### config.mk
export PLATFORM = sky130hd
export DESIGN_NAME = cache_writeback_buffer
export DESIGN_NICKNAME = d
export VERILOG_FILES = /design/src/rtl/cache_writeback_buffer.sv
export SDC_FILE = /design/constraint.sdc
export NUM_CORES = 1
export LEC_CHECK = 0
export BUFFER_PORTS_ARGS = -buffer_cell sky130_fd_sc_hd__buf_4
export CORE_AREA = 5 5 211 213
export CTS_CLUSTER_DIAMETER = 80
export DETAILED_ROUTE_END_ITERATION = 16
export DIE_AREA = 0 0 216 218
export PLACE_DENSITY = 0.71
export SYNTH_ARGS = -nofsm -noshare
export SYNTH_HDL_FRONTEND = slang
export SYNTH_SLANG_ARGS = --single-unit
### constraint.sdc
create_clock -name clk -period 2.9 [get_ports clk]
set_input_delay 0.58 -clock clk [delete_from_list [all_inputs] [get_ports clk]]
set_output_delay 0.58 -clock clk [all_outputs]
set_load 0.005 [all_outputs]
### src/rtl/cache_writeback_buffer.sv
// rtl/cache_writeback_buffer.sv - single-entry eviction write buffer between L1 cache and physical memory
module cache_writeback_buffer #(
    parameter int OFFSET_BITS = 4,
    parameter int LINE_WIDTH  = 128
) (
    input  logic                  clk,
    input  logic                  rst_n,
    input  logic                  cache_read,
    input  logic                  cache_write,
    input  logic [15:0]           cache_address,
    input  logic [LINE_WIDTH-1:0] cache_wdata,
    output logic [LINE_WIDTH-1:0] cache_rdata,
    output logic                  cache_resp,
    output logic                  pmem_read,
    output logic                  pmem_write,
    output logic [15:0]           pmem_address,
    output logic [LINE_WIDTH-1:0] pmem_wdata,
    input  logic [LINE_WIDTH-1:0] pmem_rdata,
    input  logic                  pmem_resp
);

    typedef enum logic [1:0] {
        IDLE,
        ACK,
        FETCH,
        DRAIN
    } state_t;

    localparam logic [15:0] LINE_MASK = ~((16'd1 << OFFSET_BITS) - 16'd1);

    state_t                  state, state_next;
    logic                    buf_valid;
    logic [15:0]             buf_addr;
    logic [LINE_WIDTH-1:0]   buf_data;
    logic [LINE_WIDTH-1:0]   rdata;
    logic [15:0]             line_addr;
    logic                    line_match;
    logic                    load_hit;
    logic                    load_fill;
    logic                    capture;
    logic                    clear_valid;

    assign line_addr  = cache_address & LINE_MASK;
    assign line_match = buf_valid && (buf_addr == line_addr);

    // Read beats write beats drain; a conflicting write waits for the drain to free the entry.
    always_comb begin
        state_next  = state;
        load_hit    = 1'b0;
        load_fill   = 1'b0;
        capture     = 1'b0;
        clear_valid = 1'b0;
        case (state)
            IDLE: begin
                if (cache_read) begin
                    if (line_match) begin
                        load_hit   = 1'b1;
                        state_next = ACK;
                    end else begin
                        state_next = FETCH;
                    end
                end else if (cache_write) begin
                    if (!buf_valid || line_match) begin
                        capture    = 1'b1;
                        state_next = ACK;
                    end else begin
                        state_next = DRAIN;
                    end
                end else if (buf_valid) begin
                    state_next = DRAIN;
                end
            end
            ACK: state_next = IDLE;
            FETCH: begin
                if (pmem_resp) begin
                    load_fill  = 1'b1;
                    state_next = ACK;
                end
            end
            DRAIN: begin
                if (pmem_resp) begin
                    clear_valid = 1'b1;
                    state_next  = IDLE;
                end
            end
            default: state_next = IDLE;
        endcase
    end

    always_ff @(posedge clk or negedge rst_n) begin
        if (!rst_n) begin
            state     <= IDLE;
            buf_valid <= 1'b0;
            buf_addr  <= '0;
            buf_data  <= '0;
            rdata     <= '0;
        end else begin
            state <= state_next;
            if (load_hit) begin
                rdata <= buf_data;
            end else if (load_fill) begin
                rdata <= pmem_rdata;
            end
            if (capture) begin
                buf_valid <= 1'b1;
                buf_addr  <= line_addr;
                buf_data  <= cache_wdata;
            end else if (clear_valid) begin
                buf_valid <= 1'b0;
            end
        end
    end

    assign cache_rdata = rdata;
    assign cache_resp  = (state == ACK);
    assign pmem_read   = (state == FETCH);
    assign pmem_write  = (state == DRAIN);

    always_comb begin
        pmem_address = '0;
        pmem_wdata   = '0;
        if (state == FETCH) begin
            pmem_address = line_addr;
        end else if (state == DRAIN) begin
            pmem_address = buf_addr;
            pmem_wdata   = buf_data;
        end
    end

endmodule
Word level (Yosys, flattened, before mapping)
Index checks and enable logic that the tools add are counted.
{"block": "totals", "regBits": 271, "out_inout_bits": 275}
{"block": "classes", "n_eq_ne": 7, "mux": 26, "reduce_logical": 7}
{"op": "128-bit two-way mux", "count": 4}
{"op": "16-bit two-way mux", "count": 2}
{"op": "2-bit two-way mux", "count": 7}
{"op": "12-bit equality test", "count": 1}
{"op": "1-bit two-way mux", "count": 12}
{"op": "2-bit case mux with 4 select lines", "count": 1}
{"op": "2-bit equality test, second input constant", "count": 2}
{"op": "2-bit by 1-bit != test with 1-bit output, second input constant", "count": 2}
{"op": "4-bit != test, second input constant", "count": 1}
{"op": "2-bit nonzero test", "count": 2}
{"op": "3-bit AND reduction", "count": 1}
{"op": "2-bit by 1-bit equality test with 1-bit output, second input constant", "count": 1}
{"op": "2-bit zero test", "count": 1}
{"op": "1-bit logical AND", "count": 1}
{"op": "1-bit zero test", "count": 1}
{"op": "1-bit logical OR", "count": 1}

Longest topological paths before layout
{"block": "logic_depth", "ltp_word": 8, "depth_mapped": 7, "ltp_nobuf": 4}

Worst setup path before layout
Ideal clock, no wire load.
{"block": "synth_path", "path_kind": "input to register", "startpoint": "input port cache_read", "endpoint": "register buf_data[36]", "setup_ns": 0.131, "t_arrival_ns": 1.953, "required_time_ns": 2.769, "setup_slack_ns": 0.816, "cell_stages": 7, "cell_sequence": "or4b_1 -> buf_2 -> buf_6 -> buf_6 -> nand2_1 -> o221ai_1 -> or3_1"}
{"block": "synth_via", "elab_chain_len": 2}
{"item": "start: declaration", "line_no": "8", "source": "input logic cache_read,"}
{"item": "1-bit two-way mux", "line_no": "55", "source": "if (cache_read) begin"}
{"item": "1-bit two-way mux", "line_no": "53", "source": "case (state)"}
{"item": "end signal: assignment", "line_no": "107", "source": "buf_data <= cache_wdata;"}
{"item": "end: declaration", "line_no": "34", "source": "logic [LINE_WIDTH-1:0] buf_data;"}
No other way between the ends.
A chain may end at the register's enable or synchronous reset.

Final worst setup path
{"block": "layout_path", "startpoint": "register state[0]", "endpoint": "output port pmem_wdata[93]"}
{"block": "layout_via", "elab_chain_len": 3, "word_cells_on_any_way": 4, "classes_between": "2 x eq/ne; 2 x mux"}
{"item": "start: declaration", "line_no": "31", "source": "state_t state, state_next;"}
{"item": "start signal: assignment", "line_no": "98", "source": "state <= state_next;"}
{"item": "2-bit equality test", "line_no": "124", "source": "end else if (state == DRAIN) begin"}
{"item": "128-bit two-way mux", "line_no": "124"}
{"item": "128-bit two-way mux *", "line_no": "122", "source": "if (state == FETCH) begin"}
{"item": "end: declaration", "line_no": "17", "source": "output logic [LINE_WIDTH-1:0] pmem_wdata,"}
Mark *: on every way between the ends. The rest lies on a longest branch, timed or not.

==> flow_summary.json <==
{
  "status": "finished, final reports clean",
  "drive_above_1_share_pct": 36.3,
  "hold_ws_ps": 14.1,
  "hpwl_um": 43700,
  "setup_viol": 0,
  "required_ps": 2320,
  "cts_root_buf": "clkbuf_16",
  "initial_core_util_pct": 41.7,
  "fmax_mhz": 367,
  "fin_crit_sh_pct": 93.9,
  "ys_ff_latch": 271,
  "synthFlopType": "dfrtp_1",
  "num_vias": 18300,
  "vias_per_cell": 6.02,
  "core_mm2": 0.0425,
  "hold_path.class": "primary input to async pin",
  "synth_edf_count": 0,
  "tns_ps": 0,
  "wl_um": 67200,
  "hold_viol": 0,
  "cts_setup_buffers": 0,
  "cts_made_buffers": 35,
  "place_inst": 2975,
  "grt_pass1_vias": 18283,
  "yosysUniqueCellTypes": 29,
  "async_reset_ff_share_pct": 100,
  "die_area_mm2": 0.0471,
  "cap_violations": 0,
  "areaGrowthSynthToFinish_pct": 31.3,
  "maxSlewHeadroom_pct": 30.8,
  "ctsResizeCount": 0,
  "start_kind": "flip-flop",
  "routabilityCongestion": 0.839,
  "worst_pin_slew_ps": 1040,
  "grt_pass1_wl_um": 104000,
  "netlist_area_mm2": 0.0177,
  "end_kind": "primary output",
  "synth_seq_area_share_pct": 38.2,
  "postSynthCellCount": 2077,
  "first_pass_iters": 7,
  "ys_warn_count": 0,
  "crit_path_max_fanout": 74,
  "clock_sinks": 271,
  "finalClockSkew_ps": 20.2,
  "rsz0062_at_grt": "no",
  "p_leak_nw": 10.7,
  "avgSynthCellArea_um2": 8.54,
  "stdcell_count": 3041,
  "dr.first_iter.drc_count": 1623,
  "fill_cells": 3812,
  "ir_drop_uv": 554,
  "wire_per_inst_um": 22.1,
  "hold_buffers": 0,
  "gr-total-overflow": 0,
  "clk_latency_ps": 540,
  "die_h_um": 218,
  "dieWidth_um": 216,
  "cp.arrival_ps": 2140,
  "maxSlewViolCount": 0,
  "dpl_cell_area_mm2": 0.0221,
  "num_io_pins": 552,
  "num_rows": 76,
  "portBuffers": 543,
  "drc_errors": 0,
  "ant_nets": 0,
  "fin_crit_ps": 2720,
  "total_power_w": 0.0208,
  "cts_tree": "done",
  "cts.path.max_buffers": 3,
  "path_class": "flip-flop to primary output",
  "gr-usage-all-layers_pct": 26.9,
  "cts_max_level": 2,
  "clkSlewWorstSetupHoldPaths_ps": 60,
  "nets": 2743,
  "power.density_mw_per_mm2": 893,
  "antenna_found_initial": 6,
  "grt_max_degree": 203,
  "final_area_mm2": 0.0233
}
final cells by class:
class                           count  area [um2]  area share (%)
Antenna cell                        3        7.51          0.0322
Multi-Input combinational cell   1574        9990            42.9
Clock buffer                       53        1050            4.53
Clock inverter                     10        75.1           0.322
Inverter                            1        6.26          0.0269
Sequential cell                   271        6790            29.2
Timing Repair Buffer              583        4670            20.1
Tap cell                          546         683            2.93
registers in the layout (all words and copies together) (netlist names):
register     count
buf_data       128
cache_rdata    128
buf_addr        12
state            2
buf_valid        1
critical path: stages, from the launching register on:
cell and delay, ps:
dfrtp_4 500, buf_4 530, and3_1 350, buf_4 140
stage by stage:
| step | worst slack, ps | utilization, % |
|---|---|---|
| floorplan | 816 | - |
| global placement | 354 | 52.1 |
| detailed placement | 314 | 52.1 |
| CTS | 161 | 54.8 |
| global route | 73.7 | 54.8 |
| finish | 178 | 54.8 |
cell families after synthesis:
logic type	share of synthesized area [%]
XOR/XNOR	0.593
buffers and inverters	5.65
multiplexers	16.9
other	0.0211
AND/OR/NAND/NOR	27.5
AO/OA/AOI/OAI	11.1
flip-flops	38.2
report_power, final:
group          internal [W]  leakage [nW]  switching [W]
logic               0.00545          7.34        0.00522
clock network       0.00253         0.558        0.00180
registers           0.00493          2.79       0.000865
total                0.0129          10.7        0.00788
placed cells by master (no fill, tap or decap), types with 2 or more instances in the layout:
cell / instances
nand2_1: 562
buf_4: 559
dfrtp_1: 268
mux2_2: 256
a21oi_1: 141
nor4_1: 140
o221ai_1: 140
or3_1: 140
and3_1: 128
clkbuf_16: 36
buf_12: 23
nor2b_1: 15
mux2i_1: 12
xnor2_1: 12
clkbuf_8: 9
clkbuf_1: 8
nor2_1: 5
clkinv_2: 5
nand4_1: 4
nor3_1: 4
conb_1: 4
diode_2: 3
and4_4: 3
dfrtp_4: 3
inv_6: 2
cells in the mapped netlist (3+ instances only):
| library cell | instances | share of area [%] |
|---|---|---|
| nor4_1 | 140 | 4.9 |
| o221ai_1 | 140 | 6.9 |
| mux2_2 | 256 | 16 |
| dfrtp_1 | 271 | 38 |
| nor2b_1 | 15 | 0.53 |
| buf_4 | 7 | 0.30 |
| a21oi_1 | 141 | 4.0 |
| and3_1 | 128 | 4.5 |
| xnor2_1 | 12 | 0.59 |
| mux2i_1 | 12 | 0.68 |
| clkbuf_1 | 171 | 3.6 |
| buf_6 | 7 | 0.44 |
| or3_1 | 140 | 4.9 |
| nand4_1 | 4 | 0.14 |
| and4_1 | 3 | 0.15 |
| nor3_1 | 4 | 0.11 |
| buf_2 | 33 | 0.93 |
| nor2_1 | 5 | 0.11 |
| buf_1 | 16 | 0.34 |
| nand2_1 | 563 | 12 |
per-layer routing:
layer	wire [um]	vias to the layer above	track usage [%]
met4	1810	6	8.12
met5	34	-	0
met3	5830	122	7.08
li1	-	8308	-
met2	32900	886	45.6
met1	26600	8978	34.0
final timing paths:
path | startpoint | end | slack (ps) | cells after the start
max | state[0] | pmem_wdata[93] | 180 | 3
min | rst_n | buf_data[101] | 10 | 1
max reg2reg | state[0] | buf_data[11] | 410 | 5
min reg2reg | buf_data[67] | cache_rdata[67] | 560 | 1
max in group asynchronous | rst_n | cache_rdata[32] | 2140 | 2
min in group clk | pmem_resp | buf_valid | 290 | 2
Power figures use the tool's default switching activity.
